`src/rtl/axi_mem_pkg.sv`:
```
// Shared types and helpers for the axi_mem burst utilities.
// Master and slave models both compute the identity data pattern with identity_word().
package axi_mem_pkg;

    typedef enum logic [2:0] {
        IDLE    = 3'd0,
        RD_ADDR = 3'd1,
        RD_DATA = 3'd2,
        WR_ADDR = 3'd3,
        WR_DATA = 3'd4,
        DONE    = 3'd5
    } burst_state_t;

    localparam logic [2:0] AXI_SIZE_4B    = 3'd2;
    localparam logic [1:0] AXI_BURST_INCR = 2'b01;

    // Wide enough for any supported address or data width; callers truncate.
    localparam int IDENT_W = 64;

    function automatic logic [IDENT_W-1:0] identity_word(input logic [IDENT_W-1:0] addr,
                                                         input logic [3:0]         beat);
        return addr + {{(IDENT_W-6){1'b0}}, beat, 2'b00};
    endfunction

endpackage

```
`src/rtl/axi3_rd_if.sv`:
```
// AXI3 read-side bundle (AR and R channels).
interface axi3_rd_if #(
    parameter int ADDR_WIDTH = 32,
    parameter int DATA_WIDTH = 32
);
    logic                  arvalid;
    logic                  arready;
    logic [3:0]            arid;
    logic [ADDR_WIDTH-1:0] araddr;
    logic [3:0]            arlen;
    logic [2:0]            arsize;
    logic [1:0]            arburst;
    logic [1:0]            arlock;
    logic [3:0]            arcache;
    logic [2:0]            arprot;

    logic                  rvalid;
    logic                  rready;
    logic [3:0]            rid;
    logic [DATA_WIDTH-1:0] rdata;
    logic [1:0]            rresp;
    logic                  rlast;

    modport master (
        output arvalid, arid, araddr, arlen, arsize, arburst, arlock, arcache, arprot, rready,
        input  arready, rvalid, rid, rdata, rresp, rlast
    );

    modport slave (
        input  arvalid, arid, araddr, arlen, arsize, arburst, arlock, arcache, arprot, rready,
        output arready, rvalid, rid, rdata, rresp, rlast
    );
endinterface

```
`src/rtl/axi3_wr_if.sv`:
```
// AXI3 write-side bundle (AW, W and B channels).
interface axi3_wr_if #(
    parameter int ADDR_WIDTH = 32,
    parameter int DATA_WIDTH = 32
);
    logic                    awvalid;
    logic                    awready;
    logic [3:0]              awid;
    logic [ADDR_WIDTH-1:0]   awaddr;
    logic [3:0]              awlen;
    logic [2:0]              awsize;
    logic [1:0]              awburst;
    logic [1:0]              awlock;
    logic [3:0]              awcache;
    logic [2:0]              awprot;

    logic                    wvalid;
    logic                    wready;
    logic [3:0]              wid;
    logic [DATA_WIDTH-1:0]   wdata;
    logic [DATA_WIDTH/8-1:0] wstrb;
    logic                    wlast;

    logic                    bvalid;
    logic                    bready;
    logic [3:0]              bid;
    logic [1:0]              bresp;

    modport master (
        output awvalid, awid, awaddr, awlen, awsize, awburst, awlock, awcache, awprot,
               wvalid, wid, wdata, wstrb, wlast, bready,
        input  awready, wready, bvalid, bid, bresp
    );

    modport slave (
        input  awvalid, awid, awaddr, awlen, awsize, awburst, awlock, awcache, awprot,
               wvalid, wid, wdata, wstrb, wlast, bready,
        output awready, wready, bvalid, bid, bresp
    );
endinterface

```
`src/rtl/axi3_burst_master.sv`:
```
// Single-burst AXI3 initiator: writes the identity pattern, checks it on reads,
// and keeps a saturating count of data and rlast errors.
module axi3_burst_master
    import axi_mem_pkg::*;
#(
    parameter int ADDR_WIDTH = 32,
    parameter int DATA_WIDTH = 32,
    parameter int ERR_WIDTH  = 16
) (
    input  logic                  clk,
    input  logic                  rst,
    input  logic                  cmd_valid,
    output logic                  cmd_ready,
    input  logic                  cmd_write,
    input  logic [ADDR_WIDTH-1:0] cmd_addr,
    input  logic [3:0]            cmd_len,
    output logic                  done,
    output logic                  err,
    output logic [ERR_WIDTH-1:0]  err_count,
    axi3_rd_if.master             rd,
    axi3_wr_if.master             wr
);

    burst_state_t          state_q, state_d;
    logic [ADDR_WIDTH-1:0] addr_q;
    logic [3:0]            len_q;
    logic [3:0]            beat_q;
    logic                  err_flag_q;
    logic [ERR_WIDTH-1:0]  err_count_q;

    logic                  cmd_accept;
    logic                  last_beat;
    logic                  r_beat;
    logic                  w_beat;
    logic                  mismatch;
    logic                  bad_last;
    logic [1:0]            err_inc;
    logic [ERR_WIDTH:0]    err_sum;
    logic [DATA_WIDTH-1:0] exp_word;

    assign cmd_ready  = (state_q == IDLE) && !rst;
    assign cmd_accept = cmd_valid && cmd_ready;
    assign last_beat  = (beat_q == len_q);
    assign exp_word   = DATA_WIDTH'(identity_word(IDENT_W'(addr_q), beat_q));

    assign r_beat   = (state_q == RD_DATA) && rd.rvalid;
    assign w_beat   = (state_q == WR_DATA) && wr.wready;
    assign mismatch = r_beat && (rd.rdata != exp_word);
    // Early rlast and missing final rlast both reduce to rlast disagreeing with last_beat.
    assign bad_last = r_beat && (rd.rlast != last_beat);
    assign err_inc  = {1'b0, mismatch} + {1'b0, bad_last};
    assign err_sum  = {1'b0, err_count_q} + (ERR_WIDTH+1)'(err_inc);

    always_ff @(posedge clk or posedge rst) begin
        if (rst) begin
            state_q <= IDLE;
        end else begin
            state_q <= state_d;
        end
    end

    always_comb begin
        state_d    = state_q;
        rd.arvalid = 1'b0;
        rd.rready  = 1'b0;
        wr.awvalid = 1'b0;
        wr.wvalid  = 1'b0;
        wr.wlast   = 1'b0;
        done       = 1'b0;
        case (state_q)
            IDLE: begin
                if (cmd_accept) begin
                    state_d = cmd_write ? WR_ADDR : RD_ADDR;
                end
            end
            RD_ADDR: begin
                rd.arvalid = 1'b1;
                if (rd.arready) state_d = RD_DATA;
            end
            RD_DATA: begin
                rd.rready = 1'b1;
                if (rd.rvalid && last_beat) state_d = DONE;
            end
            WR_ADDR: begin
                wr.awvalid = 1'b1;
                if (wr.awready) state_d = WR_DATA;
            end
            WR_DATA: begin
                wr.wvalid = 1'b1;
                wr.wlast  = last_beat;
                if (wr.wready && last_beat) state_d = DONE;
            end
            DONE: begin
                done    = 1'b1;
                state_d = IDLE;
            end
            default: state_d = IDLE;
        endcase
    end

    always_ff @(posedge clk or posedge rst) begin
        if (rst) begin
            addr_q      <= '0;
            len_q       <= '0;
            beat_q      <= '0;
            err_flag_q  <= 1'b0;
            err_count_q <= '0;
        end else begin
            if (cmd_accept) begin
                addr_q     <= cmd_addr;
                len_q      <= cmd_len;
                beat_q     <= '0;
                err_flag_q <= 1'b0;
            end
            if (r_beat || w_beat) begin
                beat_q <= beat_q + 4'd1;
            end
            if (mismatch || bad_last) begin
                err_flag_q  <= 1'b1;
                err_count_q <= err_sum[ERR_WIDTH] ? '1 : err_sum[ERR_WIDTH-1:0];
            end
        end
    end

    assign err       = (state_q == DONE) && err_flag_q;
    assign err_count = err_count_q;

    assign rd.arid    = '0;
    assign rd.araddr  = addr_q;
    assign rd.arlen   = len_q;
    assign rd.arsize  = AXI_SIZE_4B;
    assign rd.arburst = AXI_BURST_INCR;
    assign rd.arlock  = '0;
    assign rd.arcache = '0;
    assign rd.arprot  = '0;

    assign wr.awid    = '0;
    assign wr.awaddr  = addr_q;
    assign wr.awlen   = len_q;
    assign wr.awsize  = AXI_SIZE_4B;
    assign wr.awburst = AXI_BURST_INCR;
    assign wr.awlock  = '0;
    assign wr.awcache = '0;
    assign wr.awprot  = '0;
    assign wr.wid     = '0;
    assign wr.wdata   = exp_word;
    assign wr.wstrb   = '1;
    assign wr.bready  = 1'b1;

    // Response IDs/codes and the B channel are deliberately ignored by this master.
    logic unused_resp;
    assign unused_resp = ^{rd.rid, rd.rresp, wr.bvalid, wr.bid, wr.bresp};

endmodule

```
`src/flat_wrapper.sv`:
```
// flat-port wrapper written by rule: the top's interface ports become plain ports
module axi3_burst_master_flat import axi_mem_pkg::*;
#(
    parameter int ADDR_WIDTH = 32,
    parameter int DATA_WIDTH = 32,
    parameter int ERR_WIDTH  = 16
)
  (clk, rst, cmd_valid, cmd_ready, cmd_write, cmd_addr, cmd_len, done, err, err_count, rd_arvalid, rd_arid, rd_araddr, rd_arlen, rd_arsize, rd_arburst, rd_arlock, rd_arcache, rd_arprot, rd_rready, rd_arready, rd_rvalid, rd_rid, rd_rdata, rd_rresp, rd_rlast, wr_awvalid, wr_awid, wr_awaddr, wr_awlen, wr_awsize, wr_awburst, wr_awlock, wr_awcache, wr_awprot, wr_wvalid, wr_wid, wr_wdata, wr_wstrb, wr_wlast, wr_bready, wr_awready, wr_wready, wr_bvalid, wr_bid, wr_bresp);
  axi3_rd_if #(.ADDR_WIDTH(ADDR_WIDTH), .DATA_WIDTH(DATA_WIDTH)) rd_i ();
  axi3_wr_if #(.ADDR_WIDTH(ADDR_WIDTH), .DATA_WIDTH(DATA_WIDTH)) wr_i ();
  input  logic clk;
  input  logic rst;
  input  logic cmd_valid;
  output logic cmd_ready;
  input  logic cmd_write;
  input  logic [ADDR_WIDTH-1:0] cmd_addr;
  input  logic [3:0] cmd_len;
  output logic done;
  output logic err;
  output logic [ERR_WIDTH-1:0] err_count;
  output wire logic [$bits(rd_i.arvalid)-1:0] rd_arvalid;
  output wire logic [$bits(rd_i.arid)-1:0] rd_arid;
  output wire logic [$bits(rd_i.araddr)-1:0] rd_araddr;
  output wire logic [$bits(rd_i.arlen)-1:0] rd_arlen;
  output wire logic [$bits(rd_i.arsize)-1:0] rd_arsize;
  output wire logic [$bits(rd_i.arburst)-1:0] rd_arburst;
  output wire logic [$bits(rd_i.arlock)-1:0] rd_arlock;
  output wire logic [$bits(rd_i.arcache)-1:0] rd_arcache;
  output wire logic [$bits(rd_i.arprot)-1:0] rd_arprot;
  output wire logic [$bits(rd_i.rready)-1:0] rd_rready;
  input wire logic [$bits(rd_i.arready)-1:0] rd_arready;
  input wire logic [$bits(rd_i.rvalid)-1:0] rd_rvalid;
  input wire logic [$bits(rd_i.rid)-1:0] rd_rid;
  input wire logic [$bits(rd_i.rdata)-1:0] rd_rdata;
  input wire logic [$bits(rd_i.rresp)-1:0] rd_rresp;
  input wire logic [$bits(rd_i.rlast)-1:0] rd_rlast;
  output wire logic [$bits(wr_i.awvalid)-1:0] wr_awvalid;
  output wire logic [$bits(wr_i.awid)-1:0] wr_awid;
  output wire logic [$bits(wr_i.awaddr)-1:0] wr_awaddr;
  output wire logic [$bits(wr_i.awlen)-1:0] wr_awlen;
  output wire logic [$bits(wr_i.awsize)-1:0] wr_awsize;
  output wire logic [$bits(wr_i.awburst)-1:0] wr_awburst;
  output wire logic [$bits(wr_i.awlock)-1:0] wr_awlock;
  output wire logic [$bits(wr_i.awcache)-1:0] wr_awcache;
  output wire logic [$bits(wr_i.awprot)-1:0] wr_awprot;
  output wire logic [$bits(wr_i.wvalid)-1:0] wr_wvalid;
  output wire logic [$bits(wr_i.wid)-1:0] wr_wid;
  output wire logic [$bits(wr_i.wdata)-1:0] wr_wdata;
  output wire logic [$bits(wr_i.wstrb)-1:0] wr_wstrb;
  output wire logic [$bits(wr_i.wlast)-1:0] wr_wlast;
  output wire logic [$bits(wr_i.bready)-1:0] wr_bready;
  input wire logic [$bits(wr_i.awready)-1:0] wr_awready;
  input wire logic [$bits(wr_i.wready)-1:0] wr_wready;
  input wire logic [$bits(wr_i.bvalid)-1:0] wr_bvalid;
  input wire logic [$bits(wr_i.bid)-1:0] wr_bid;
  input wire logic [$bits(wr_i.bresp)-1:0] wr_bresp;
  assign rd_arvalid = rd_i.arvalid;
  assign rd_arid = rd_i.arid;
  assign rd_araddr = rd_i.araddr;
  assign rd_arlen = rd_i.arlen;
  assign rd_arsize = rd_i.arsize;
  assign rd_arburst = rd_i.arburst;
  assign rd_arlock = rd_i.arlock;
  assign rd_arcache = rd_i.arcache;
  assign rd_arprot = rd_i.arprot;
  assign rd_rready = rd_i.rready;
  assign rd_i.arready = rd_arready;
  assign rd_i.rvalid = rd_rvalid;
  assign rd_i.rid = rd_rid;
  assign rd_i.rdata = rd_rdata;
  assign rd_i.rresp = rd_rresp;
  assign rd_i.rlast = rd_rlast;
  assign wr_awvalid = wr_i.awvalid;
  assign wr_awid = wr_i.awid;
  assign wr_awaddr = wr_i.awaddr;
  assign wr_awlen = wr_i.awlen;
  assign wr_awsize = wr_i.awsize;
  assign wr_awburst = wr_i.awburst;
  assign wr_awlock = wr_i.awlock;
  assign wr_awcache = wr_i.awcache;
  assign wr_awprot = wr_i.awprot;
  assign wr_wvalid = wr_i.wvalid;
  assign wr_wid = wr_i.wid;
  assign wr_wdata = wr_i.wdata;
  assign wr_wstrb = wr_i.wstrb;
  assign wr_wlast = wr_i.wlast;
  assign wr_bready = wr_i.bready;
  assign wr_i.awready = wr_awready;
  assign wr_i.wready = wr_wready;
  assign wr_i.bvalid = wr_bvalid;
  assign wr_i.bid = wr_bid;
  assign wr_i.bresp = wr_bresp;
  axi3_burst_master #(.ADDR_WIDTH(ADDR_WIDTH), .DATA_WIDTH(DATA_WIDTH), .ERR_WIDTH(ERR_WIDTH)) u_core (.clk(clk), .rst(rst), .cmd_valid(cmd_valid), .cmd_ready(cmd_ready), .cmd_write(cmd_write), .cmd_addr(cmd_addr), .cmd_len(cmd_len), .done(done), .err(err), .err_count(err_count), .rd(rd_i), .wr(wr_i));
endmodule
```
`config.mk`:
```
export PLATFORM = sky130hd
export DESIGN_NAME = axi3_burst_master_flat
export DESIGN_NICKNAME = d
export VERILOG_FILES = /design/src/rtl/axi_mem_pkg.sv /design/src/rtl/axi3_rd_if.sv /design/src/rtl/axi3_wr_if.sv /design/src/rtl/axi3_burst_master.sv /design/src/flat_wrapper.sv
export SDC_FILE = /design/constraint.sdc
export NUM_CORES = 1
export LEC_CHECK = 0
export ABC_AREA = 0
export BUFFER_PORTS_ARGS = -buffer_cell sky130_fd_sc_hd__buf_2
export CORE_ASPECT_RATIO = 1.1
export CORE_MARGIN = 2
export CORE_UTILIZATION = 52
export CTS_BUF_LIST = sky130_fd_sc_hd__clkbuf_4
export CTS_CLUSTER_SIZE = 14
export DETAILED_ROUTE_END_ITERATION = 12
export PLACE_DENSITY = 0.86
export RECOVER_POWER = 100
export SLEW_MARGIN = 40
export SYNTH_ARGS = -nofsm -noshare
export SYNTH_HDL_FRONTEND = slang
export SYNTH_SLANG_ARGS = --single-unit
```
`constraint.sdc`:
```
create_clock -name clk -period 6.7 [get_ports clk]
set_input_delay 0.335 -clock clk [delete_from_list [all_inputs] [get_ports clk]]
set_output_delay 0.335 -clock clk [all_outputs]
set_load 0.01 [all_outputs]
```
==> flow_summary.yaml <==
power_and_ir_drop:
  vdd_ir_drop_max_v: 0.000263
  p_leak_nw: 2.47
  p_per_area_mw_per_mm2: 431
critical_path:
  crit_required_ns: 6.99
  reg2reg_to: "u_core.err_count[3]"
  cp_max_fo: 20
  endpoint_kind: "flip-flop"
  critPathLaunch: "u_core.beat_q[0]"
  start_kind: "flip-flop"
  crit_type: "reg -> reg"
  arrival_ns: 5.49
  rr_startpoint: "u_core.beat_q[0]"
  reg2regPathDepth: 20
  worst-r2r-setup-slack_ns: 1.50
global_routing:
  grt_use_total_pct: 26.2
  grt_max_degree: 61
  antenna_found_initial: 0
  grt_pass1_wl_um: 22100
  overflow: 0
  grt_pass1_vias: 4334
routing:
  top_layer_used: "met4"
  drcViolationCount: 0
  routed_wirelength_um: 14600
  postRouteAntennaNets: 0
  viasPerCell: 5.61
  met3_length_um: 1130
  drtIter0Drc: 176
  wl_met1_um: 5690
  wl_met2_um: 7490
  num_vias: 4671
  routedWlPerCell_um: 17.6
  drt-pass1-iter-count: 4
floorplan:
  die_x_um: 99.1
  die-area_mm2: 0.0108
  start_util_pct: 52.8
  io_pins: 263
  core-area_mm2: 0.00979
  row_count: 38
  die_h_um: 109
status:
  status: "complete, but fails checks"
  violations: "max-capacitance violations, max-slew violations"
flow_run:
  drv_cap: 2
finish:
  final_core_util_pct: 58.1
  drive_above_1_share_pct: 20.8
  stdcell_count: 832
  num_antenna_cells: 0
  finalInstanceArea_mm2: 0.00569
  nNetsFinal: 806
  area_delta_synth_final_pct: 9.96
  fillers: 941
synthesis:
  yosysSeqAreaShare_pct: 29.0
  async_reset_ff_share_pct: 100
  yosys_most_used_dff: "dfrtp_1"
  yosysWarnings: 0
  syn_area_per_cell_um2: 9.26
  synth_edf_count: 0
  yosysUniqueCellTypes: 73
  ys_ff_latch: 60
  synth_cells: 559
  synth_area_mm2: 0.00517
worst_hold_path:
  hp-class: "in -> reg"
  min_from: "cmd_addr[14]"
  whs_endpoint: "u_core.rd.araddr[14]"
  hold_depth: 2
placed_design:
  dp_cells: 817
  io_buffers: 204
  placed_area_mm2: 0.00576
  dp_hpwl_um: 11300
  place_congestion: 0.891
clocking:
  cts_resized: 0
  clock-sinks: 60
  cts_hold_buf: 0
  cts_tree: "yes"
  cts_buffers: 9
  clkTransAtPathRegs_ns: 0.11
  cts_buffer_depth: 2
  clk_latency_ns: 0.43
  htreeDepth: 3
  cts-root-buf: "clkbuf_4"
  cts_setup_buffers: 0
timing:
  relSlewSlack_pct: -120
  slew_violations: 103
  fin_skew_ns: 0.0107
  finalHoldViolCount: 0
  finalCritPeriodShare_pct: 77.6
  setup_viol: 0
  finalSetupTns_ns: 0
  max_slew.worst_pin.slew_ns: 3.30
  finalCriticalPeriod_ns: 5.20
  rsz0062_at_grt: "false"
  fmax_ghz: 0.192
## placed cells by master, fill, tap and decap left out, drive strengths merged, types with 14 or more instances in the layout
| master | instances |
|---|---|
| clkbuf | 131 |
| buf | 83 |
| dfrtp | 60 |
| conb | 45 |
| mux2 | 41 |
| nand2 | 35 |
| xnor2 | 32 |
| xor2 | 29 |
| a21oi | 26 |
| nor2 | 21 |
| nand3 | 21 |
| inv | 20 |
| nand4 | 19 |
| nor3 | 14 |
## per-stage QoR
step           setup WS, ns  hold WS, ns  total power [mW]
6_report               1.50        0.128              2.45
5_1_grt               0.969        0.100              2.63
4_1_cts                1.53        0.102              2.55
3_5_place_dp           1.60        0.464              2.25
3_3_place_gp           1.63        0.459              2.19
2_1_floorplan          2.32        0.441              1.85
## power by group
group / switching (mW) / leakage (nW) / internal, mW
combinational: 0.772 / 1.64 / 0.555
clock: 0.146 / 0.0769 / 0.146
sequential: 0.332 / 0.748 / 0.499
## worst max path at each step
stage	end	slack [ns]	depth (start not counted)
floorplan	u_core.err_count[13]	2.32	21
global placement	u_core.err_count[11]	1.63	20
detailed placement	u_core.err_count[13]	1.60	18
CTS	u_core.err_count[11]	1.53	20
global route	u_core.err_count[13]	0.97	20
finish	u_core.err_count[3]	1.50	20
## critical path, cell delays in order, from the launching register on
cell	delay, ns
dfrtp_1	0.45
ha_1	0.25
fa_1	0.44
a211oi_1	0.39
nor2_1	0.21
nand3_1	0.21
xnor2_1	0.14
o221ai_1	0.14
nor4_1	0.70
nand3_1	0.15
o21ai_0	0.27
fa_1	0.21
inv_1	0.06
ha_1	0.22
nand2_1	0.08
or2_2	0.11
nor2_1	0.08
nand2_1	0.52
a21oi_1	0.14
a21oi_1	0.21
a41oi_2	0.05
## registers in the layout, summed over array words and instances (netlist names)
signal and count:
u_core.err_flag_q 1, u_core.err_count 16, u_core.state_q 3, u_core.rd.araddr 32
u_core.beat_q 4, u_core.rd.arlen 4
## layer usage
layer / vias to the layer above / global-route usage (%)
met1: 2245 / 31.7
met5: - / 0
met4: 0 / 8.71
met2: 232 / 46.3
li1: 2166 / -
met3: 28 / 6.09
## kinds of logic (layout without fill, tap and decap cells)
family / count (synthesis) / in the layout / share of synthesized area [%]
simple gates: 163 / 163 / 18.4
other cells: 2 / 45 / 0.145
mux: 45 / 45 / 9.77
fa+ha+maj: 8 / 8 / 2.22
xor+xnor: 64 / 64 / 11.7
buf+inv: 131 / 241 / 16.2
flops: 60 / 60 / 29.0
compound gates: 86 / 86 / 12.6
## layout make-up
type / instances / area (um^2) / area share (%)
repair buffers: 205 / 873 / 15.4
clock inverters: 6 / 80.1 / 1.41
inverters: 21 / 78.8 / 1.39
multi-input cells: 411 / 2940 / 51.6
well taps: 120 / 150 / 2.64
flip-flops and latches: 60 / 1500 / 26.4
clock buffers: 9 / 67.6 / 1.19
## cells in the mapped netlist, types with 3 or more instances
cell      instances  area share, %
buf_4            84             12
dfrtp_1          60             29
mux2_2           40            8.7
nand2_1          35            2.5
xnor2_1          32            5.4
xor2_1           29            4.9
a21oi_1          25            2.4
inv_1            21            1.5
nor2_1           21            1.5
nand3_1          19            1.8
nand4_1          17            2.1
nor3_1           13            1.3
a31oi_1          11            1.3
buf_2            11            1.1
and3_1            9            1.1
clkbuf_1          9           0.65
nor4_1            7           0.85
o21ai_0           7           0.68
ha_1              6            1.5
and2_1            5           0.60
and4_1            5           0.85
nand2b_1          5           0.60
nor3b_1           5           0.73
a41oi_1           4           0.68
mux2i_1           4           0.77
o221ai_1          4           0.68
a211o_1           3           0.51
a211oi_1          3           0.44
a311oi_1          3           0.51
a41oi_2           3           0.94
buf_1             3           0.22
o32ai_1           3           0.51
or3_1             3           0.36
No activity file was read; power rests on OpenSTA's default activity.
